## config.mk

```make
export PLATFORM = sky130hd
export DESIGN_NAME = simon_btn_debounce
export DESIGN_NICKNAME = d
export VERILOG_FILES = /design/src/rtl/simon_pkg.sv /design/src/rtl/simon_btn_chan.sv /design/src/rtl/simon_btn_debounce.sv
export SDC_FILE = /design/constraint.sdc
export NUM_CORES = 1
export LEC_CHECK = 0
export BUFFER_PORTS_ARGS = -buffer_cell sky130_fd_sc_hd__buf_2
export CAP_MARGIN = 10
export CORE_MARGIN = 5
export CORE_UTILIZATION = 50
export CTS_BUF_LIST = sky130_fd_sc_hd__clkbuf_8
export DETAILED_ROUTE_END_ITERATION = 8
export PLACE_DENSITY_LB_ADDON = 0.12
export SLEW_MARGIN = 15
export SYNTH_ARGS = -nofsm -noshare
export SYNTH_HDL_FRONTEND = slang
export SYNTH_SLANG_ARGS = --single-unit
```

## constraint.sdc

```tcl
create_clock -name clk -period 10.3 [get_ports clk]
set_input_delay 2.06 -clock clk [delete_from_list [all_inputs] [get_ports clk]]
set_output_delay 2.06 -clock clk [all_outputs]
set_load 0.02 [all_outputs]
```

## src/rtl/simon_pkg.sv

```systemverilog
// Shared constants for the simon button front end: channel count, counter
// widths, button indices and the prescaler period helper.
package simon_pkg;

   localparam int NUM_BTNS  = 4;
   localparam int MS_CNT_W  = 16;
   localparam int DB_CNT_W  = 8;
   localparam int RPT_CNT_W = 10;

   localparam int BTN_RED    = 0;
   localparam int BTN_GREEN  = 1;
   localparam int BTN_BLUE   = 2;
   localparam int BTN_YELLOW = 3;

   // A zero period would stall the prescaler, so it is treated as one cycle.
   function automatic logic [MS_CNT_W-1:0] tpm_eff(input logic [MS_CNT_W-1:0] tpm);
      return (tpm == '0) ? MS_CNT_W'(1) : tpm;
   endfunction

endpackage

```

## src/rtl/simon_btn_chan.sv

```systemverilog
// One button channel: 2-flop synchroniser, ms-based debounce, press/release pulses.
// Auto-repeat while held is built only when SIMON_BTN_REPEAT_EN is defined.
module simon_btn_chan
   import simon_pkg::*;
#(
   parameter int DEBOUNCE_MS = 5
`ifdef SIMON_BTN_REPEAT_EN
   ,
   parameter int REPEAT_DELAY_MS = 500,
   parameter int REPEAT_RATE_MS  = 150
`endif
) (
   input  logic clk,
   input  logic rst,
   input  logic i_ms_tick,
   input  logic i_btn_raw,
   output logic o_level,
   output logic o_press,
   output logic o_release
);

   localparam logic [DB_CNT_W-1:0] DB_LAST = DB_CNT_W'(DEBOUNCE_MS - 1);

   logic                r_sync1;
   logic                r_sync2;
   logic                r_level;
   logic                r_press;
   logic                r_release;
   logic [DB_CNT_W-1:0] r_cnt;
   logic                w_diff;
   logic                w_toggle;

   always_comb begin
      w_diff   = (r_sync2 != r_level);
      w_toggle = w_diff && i_ms_tick && (r_cnt == DB_LAST);
   end

   // Any cycle where the input agrees with the level restarts the count.
   always_ff @(posedge clk) begin
      if (rst) begin
         r_sync1   <= 1'b0;
         r_sync2   <= 1'b0;
         r_level   <= 1'b0;
         r_release <= 1'b0;
         r_cnt     <= '0;
      end else begin
         r_sync1   <= i_btn_raw;
         r_sync2   <= r_sync1;
         r_release <= w_toggle && r_level;
         if (w_toggle)
            r_level <= ~r_level;
         if (!w_diff || w_toggle)
            r_cnt <= '0;
         else if (i_ms_tick)
            r_cnt <= r_cnt + DB_CNT_W'(1);
      end
   end

`ifdef SIMON_BTN_REPEAT_EN
   localparam logic [RPT_CNT_W-1:0] RPT_LAST   = RPT_CNT_W'(REPEAT_DELAY_MS - 1);
   localparam logic [RPT_CNT_W-1:0] RPT_RELOAD = RPT_CNT_W'(REPEAT_DELAY_MS - REPEAT_RATE_MS);

   logic [RPT_CNT_W-1:0] r_hold;
   logic                 w_repeat;

   // A falling debounce wins over a repeat landing on the same tick.
   always_comb begin
      w_repeat = r_level && !w_toggle && i_ms_tick && (r_hold == RPT_LAST);
   end

   always_ff @(posedge clk) begin
      if (rst) begin
         r_press <= 1'b0;
         r_hold  <= '0;
      end else begin
         r_press <= (w_toggle && !r_level) || w_repeat;
         if (!r_level || w_toggle)
            r_hold <= '0;
         else if (w_repeat)
            r_hold <= RPT_RELOAD;
         else if (i_ms_tick)
            r_hold <= r_hold + RPT_CNT_W'(1);
      end
   end
`else
   always_ff @(posedge clk) begin
      if (rst)
         r_press <= 1'b0;
      else
         r_press <= w_toggle && !r_level;
   end
`endif

   assign o_level   = r_level;
   assign o_press   = r_press;
   assign o_release = r_release;

endmodule

```

## src/rtl/simon_btn_debounce.sv

```systemverilog
// Button conditioning ahead of the simon core: shared ms prescaler plus one
// debounce channel per button. Optional auto-repeat: SIMON_BTN_REPEAT_EN.
module simon_btn_debounce
   import simon_pkg::*;
#(
   parameter int NUM_BTNS        = simon_pkg::NUM_BTNS,
   parameter int DEBOUNCE_MS     = 5,
   parameter int REPEAT_DELAY_MS = 500,
   parameter int REPEAT_RATE_MS  = 150
) (
   input  logic                clk,
   input  logic                rst,
   input  logic [MS_CNT_W-1:0] ticks_per_milli,
   input  logic [NUM_BTNS-1:0] btn_raw,
   output logic [NUM_BTNS-1:0] btn_level,
   output logic [NUM_BTNS-1:0] btn_press,
   output logic [NUM_BTNS-1:0] btn_release,
   output logic                btn_any
);

   if (DEBOUNCE_MS < 1 || DEBOUNCE_MS > 255) begin : g_bad_debounce
      $error("DEBOUNCE_MS must be within 1..255");
   end
   if (REPEAT_RATE_MS < 1 || REPEAT_RATE_MS > REPEAT_DELAY_MS ||
       REPEAT_DELAY_MS > 1023) begin : g_bad_repeat
      $error("repeat timing must satisfy 1 <= rate <= delay <= 1023");
   end

   logic [MS_CNT_W-1:0] r_ms_cnt;
   logic [MS_CNT_W-1:0] w_tpm_eff;
   logic                w_ms_tick;

   // ">=" rather than "==" so a period shrinking below the count ticks at once.
   always_comb begin
      w_tpm_eff = tpm_eff(ticks_per_milli);
      w_ms_tick = (r_ms_cnt >= (w_tpm_eff - MS_CNT_W'(1)));
   end

   always_ff @(posedge clk) begin
      if (rst)
         r_ms_cnt <= '0;
      else if (w_ms_tick)
         r_ms_cnt <= '0;
      else
         r_ms_cnt <= r_ms_cnt + MS_CNT_W'(1);
   end

   for (genvar gi = 0; gi < NUM_BTNS; gi++) begin : g_chan
      simon_btn_chan #(
         .DEBOUNCE_MS     (DEBOUNCE_MS)
`ifdef SIMON_BTN_REPEAT_EN
         ,
         .REPEAT_DELAY_MS (REPEAT_DELAY_MS),
         .REPEAT_RATE_MS  (REPEAT_RATE_MS)
`endif
      ) u_chan (
         .clk       (clk),
         .rst       (rst),
         .i_ms_tick (w_ms_tick),
         .i_btn_raw (btn_raw[gi]),
         .o_level   (btn_level[gi]),
         .o_press   (btn_press[gi]),
         .o_release (btn_release[gi])
      );
   end

   assign btn_any = |btn_level;

endmodule
```

==> impl_results.md, run 1 <==
- Top-area cell type share of the netlist area: 0.361
- Cell area after synthesis: around 0.0038 mm^2
- Chip width: 96.9 um
- Synth area leader: dfxtp_1
- Clk buf depth: 2
- Final period util: 0.635
- Starting Density: 0.517
- Final setup fails: 0
- Die height: roughly 97 um
- Ys async rst share: 0
- Initial DRC count: around 120
- Most used DFF post-synth: dfxtp_1
- GRT overflow: 0
- Setup TNS: 0 ns
- Ranking of synthesized cells by area: dfxtp_1, ha_1, xnor2_1, nor2_1, xor2_1
- Final Hold Fails: 0
- Commonest cells post-synth: dfxtp_1, nor2_1, nand2_1, ha_1, nand3_1
- Remaining antenna violation count: 0
- Vias in the first global route: between 2000 and 3000
- Cell row count: 31
- Syn avg cell area: 8.61 um^2
- First-pass GRT wire length: 13100 um
- I/O pin count: 35
- Residual DRC: 0
- Max Clk Rate: 0.153 GHz
- First-pass DRT Iterations: 6
- Worst setup EP type: flop
- Skew-Pair Late Insertion Delay: 0.34 ns
- Post-synth EDFFs: 0
- CP Data Required Time: roughly 11 ns
- CTS tree: done
- Crit path kind: input port to flop
- Final min period: between 6 and 7 ns
- Unrepaired setup endpoints after global routing: no
- Lkg Pwr: approximately 1.6 nW
- Syn Nets: around 490
- Antenna violations before repair: 0
- Drt total wl: 7480 um
- Seq/Total Area, Yosys: 0.361
- Placer Congestion: just under 0.8
- Full die area: 0.00938 mm^2
- Worst EP arrival: 6.80 ns
- Most common cell in the synthesized netlist: dfxtp_1
- Layout cells sized above 1: 0.117
- Layout area overhead: 7.86%
- Resized cells post-CTS: 0
- Reg clk slew, reported paths: 0.07 ns
- DR WL/cell: 13.4 um
- Placed instance area: ~0.0039 mm^2
- DR vias/cell: between 5 and 6
- Postcts setup bufs: 0
- Nets: 505
- Slew @ Worst Pin: between 0.9 and 1 ns
- Slew margin rel.: 0.336
- Aggregate global-route resource usage: 0.166
- Post-synthesis register bit count: 68
- Power per cell area: 121 mW/mm^2
- Critical path fanouts, max: 56
- Final Power: about 0.0005 W
- Maximum vdd drop: 0.0623 mV
- Diodes inserted: 0
- Cell area after layout: 0.00407 mm^2
- Max-Cap Viols: 0
- Post-synthesis cell type count: 46
- Largest net degree at the start of global routing: 57
- Max-slew violation count: 0
- CTS Sinks: 68
- CTS Root Cell: clkbuf_8
- Layout Skew: around 0.0065 ns
- Worst setup SP type: input port
- Hold Crit Class: flop to flop
- Post-DP HPWL: 5460 um
- Port Buffers: 34
- Ys Warns: 0
- WHS: 0.438 ns
- CTS Buf Count: 9
- Outcome: finished clean
- CORE AREA: 0.00729 mm^2
- Hold-fix buffers, CTS: 0
- Htree depth: 3
- Cells after Synth: about 440
- Total number of vias: 3138
==> through the flow <==
step                      setup slack, ns  std cells   util
after floorplan                      4.63        438      -
after global placement               3.64        545  0.534
after detailed placement             3.37        545  0.534
after CTS                            3.70        559  0.558
after global routing                 3.16        559  0.558
final                                3.76        559  0.558
==> flip-flops by register name (all words and copies together) (netlist names) <==
| register | count |
|---|---|
| g_chan.u_chan.o_press | 4 |
| g_chan.u_chan.o_level | 4 |
| g_chan.u_chan.r_sync1 | 4 |
| g_chan.u_chan.r_cnt | 32 |
| g_chan.u_chan.o_release | 4 |
| r_ms_cnt | 16 |
| g_chan.u_chan.r_sync2 | 4 |
==> cell families after synthesis <==
family,Yosys count,synth area share
compound gates,73,0.124
xor+xnor,34,0.0789
fa+ha+maj,26,0.0862
buf+inv,41,0.0610
flops,68,0.361
mux,1,0.00298
simple gates,195,0.286
==> cell type report <==
cell class,instances,area (um^2)
Tap cell,99,124
Fill cell,715,3220
Multi-Input combinational cell,329,2180
Clock buffer,12,165
Timing Repair Buffer,34,170
Clock inverter,2,10.0
Inverter,15,56.3
Sequential cell,68,1360
==> power by group <==
part / switching (W) / internal [W] / total [W]
clock: 0.0000923 / 0.000104 / 0.000196
sequential: 0.00000191 / 0.000265 / 0.000267
combinational: 0.0000163 / 0.0000129 / 0.0000291
total: 0.000110 / 0.000382 / 0.000492
==> worst max-delay path: stages <==
cell      delay, ns
buf_2          0.12
nor4_1         0.07
nor3b_2        0.19
a31oi_1        0.22
ha_1           0.21
nor3b_1        0.42
nand2b_1       0.17
or4_1          0.46
nor4_2         0.18
xnor2_1        0.15
ha_1           0.28
a21oi_1        0.13
a21boi_0       0.10
a311oi_1       0.32
and2_2         0.87
nand2b_1       0.57
nor2_1         0.25
==> path summary, 6_finish.rpt <==
check	start	to	slack, ns	cells after the start
worst max-delay path	ticks_per_milli[2]	r_ms_cnt[10]$_SDFF_PP0_	3.76	17
worst min-delay path	g_chan[0].u_chan.r_sync1$_SDFF_PP0_	g_chan[0].u_chan.r_sync2$_SDFF_PP0_	0.44	1
worst min register to register	g_chan[0].u_chan.r_sync1$_SDFF_PP0_	g_chan[0].u_chan.r_sync2$_SDFF_PP0_	0.44	1
worst max register to register	r_ms_cnt[0]$_SDFF_PP0_	r_ms_cnt[10]$_SDFF_PP0_	6.83	8
==> cells in the final DEF (no fill, tap or decap), types with 8 or more instances in the layout <==
cell / instances
nand2_1: 30
and3_1: 12
nand3_1: 23
nor4_1: 9
nand2b_1: 12
inv_1: 15
nor4b_1: 10
xor2_1: 16
nor2_1: 41
a21oi_1: 17
buf_2: 34
ha_1: 26
or4_1: 13
dfxtp_1: 68
nor2b_1: 18
clkbuf_8: 12
xnor2_1: 18
o22ai_1: 11
a22o_1: 8
o21ai_1: 12
==> metal layers <==
metal  part of all wire  up-vias  global-route usage
met2               0.43       62               0.254
li1                   -     1599                   -
met1               0.50     1460               0.219
met3              0.042       17              0.0439
met4              0.026        0              0.0713
met5                  0        -                   0
Note: power is estimated with default switching activity, not from simulation.
==> inputs of run 2 (changes only) <==
- clock period: 10.3 -> 6.4 ns (I/O delays scaled with it)
==> run 2 against run 1 <==
Against the previous run: non-clock buffer count is 2 higher; global-route usage down 0.25 points; cell count grew 0.72%; count of clock-buffer cells in the layout is the same; register-to-register slack worse by 3.5 ns; routed wire length is 1.7% lower; clock skew rose by 0.0036 ns; via count shrank 1.2%; critical endpoint is now g_chan[3].u_chan.r_cnt[7]$_SDFFE_PP0P_; highest routed layer unchanged.
==> impl_results.md, run 2 (synthesis gave the netlist of run 1 again) <==
- Residual DRC: 0
- Setup TNS: 0 ns
- Layout Skew: 0.0101 ns
- Layout area overhead: 9.45%
- CTS Buf Count: 9
- Power per cell area: 208 mW/mm^2
- Worst EP arrival: about 5.7 ns
- Slew margin rel.: 0.573
- First-pass GRT wire length: 13200 um
- Nets: a little over 500
- Maximum vdd drop: 0.124 mV
- Reg clk slew, reported paths: 0.08 ns
- Final setup fails: 0
- RR Startpoint: r_ms_cnt[0]$_SDFF_PP0_
- CP Data Required Time: between 6 and 7 ns
- Reg2reg setup slack: 3.33 ns
- Skew-Pair Late Insertion Delay: between 0.3 and 0.4 ns
- Number of flip-flops under the largest register name: 32
- Outcome: finished clean
- Final Hold Fails: 0
- Antenna violations before repair: 0
- Critical Path Source: ticks_per_milli[2]
- Chip width: 96.9 um
- Max-slew violation count: 0
- Diodes inserted: 0
- CTS Root Cell: clkbuf_8
- Drt total wl: 7360 um
- CTS tree: done
- Fin util: 0.566
- Post-DP HPWL: about 5500 um
- Total number of vias: 3099
- I/O pin count: 35
- Aggregate global-route resource usage: 0.163
- CORE AREA: 0.00729 mm^2
- Port Buffers: 34
- GRT overflow: 0
- Most frequent cells in the layout: dfxtp_1, nor2_1, buf_2
- Final min period: ~5.4 ns
- Hold-fix buffers, CTS: 0
- CTS Sinks: 68
- Placer Congestion: just over 0.8
- Slew @ Worst Pin: 0.640 ns
- Hold Crit Class: flop to flop
- Max-Cap Viols: 0
- Die height: slightly below 100 um
- Htree depth: 3
- Crit path kind: input port to flop
- Max Clk Rate: about 0.18 GHz
- Final Power: 0.000859 W
- Critical path fanouts, max: 35
- Layout cells sized above 1: 0.125
- DR WL/cell: 13.1 um
- Unrepaired setup endpoints after global routing: no
- Worst setup SP type: input port
- Biggest regs: g_chan.u_chan.r_cnt x32, r_ms_cnt x16
- Final period util: 0.850
- Postcts setup bufs: 0
- Full die area: around 0.0094 mm^2
- Cell row count: 31
- Resized cells post-CTS: 0
- Most common cell after layout, fill and taps aside: dfxtp_1
- First-pass DRT Iterations: 4
- Worst setup EP type: flop
- Starting Density: 0.517
- Remaining antenna violation count: 0
- Vias in the first global route: 3096
- Initial DRC count: 92
- Clk buf depth: 2
- DR vias/cell: roughly 5.5
- Largest net degree at the start of global routing: 36
- Min-delay src: g_chan[0].u_chan.r_sync1$_SDFF_PP0_
- Reg with most FFs: g_chan.u_chan.r_cnt
- Lkg Pwr: around 1.6 nW
-- run 2: per-layer routing --
metal | GRT usage | up-vias | wire length [um] | part of all wire
met2 | 0.283 | 54 | 3490 | 0.47
li1 | - | 1603 | - | -
met3 | 0.0489 | 9 | 373 | 0.051
met1 | 0.194 | 1433 | 3410 | 0.46
met5 | 0 | - | 0 | 0
met4 | 0.0464 | 0 | 88 | 0.012
-- run 2: per-stage QoR --
stage / area [um^2] / setup slack (ns) / cells / hold slack (ns)
after floorplan: 3770 / 1.51 / 438 / 0.414
after global placement: 3910 / 0.759 / 547 / 0.418
after detailed placement: 3910 / 0.612 / 547 / 0.435
after CTS: 4130 / 0.962 / 563 / 0.453
after global routing: 4130 / 0.395 / 563 / 0.466
final: 4130 / 0.963 / 563 / 0.447
-- run 2: cell type report --
| class | count | area [um^2] |
|---|---|---|
| inverter | 15 | 56.3 |
| fill | 707 | 3160 |
| clock buffer | 12 | 165 |
| timing repair buffer | 36 | 185 |
| sequential | 68 | 1360 |
| clock inverter | 4 | 55.1 |
| multi-input combinational | 329 | 2180 |
| tap | 99 | 124 |
-- run 2: where the power goes --
| part | internal, W | switching [W] |
|---|---|---|
| sequential | 0.000427 | 0.00000301 |
| clock | 0.000214 | 0.000169 |
| combinational | 0.0000207 | 0.0000256 |
| total | 0.000661 | 0.000197 |
-- run 2: path summary, 6_finish.rpt --
kind,end,cells past startpoint
min,g_chan[0].u_chan.r_sync2$_SDFF_PP0_,1
max,g_chan[3].u_chan.r_cnt[7]$_SDFFE_PP0P_,18
min reg2reg,g_chan[0].u_chan.r_sync2$_SDFF_PP0_,1
max reg2reg,r_ms_cnt[13]$_SDFF_PP0_,8
-- run 2: worst max-delay path, stage by stage --
cell      delay [ns]
buf_2           0.12
nor4_1          0.07
nor3b_2         0.18
a31oi_1         0.24
ha_1            0.21
nor3b_1         0.40
nand2b_1        0.17
or4_1           0.46
nor4_2          0.19
xnor2_1         0.10
ha_1            0.31
nand4_1         0.15
nor4_1          0.30
a311oi_1        0.14
and2_2          0.40
buf_4           0.31
or4_1           0.51
a21oi_1         0.15
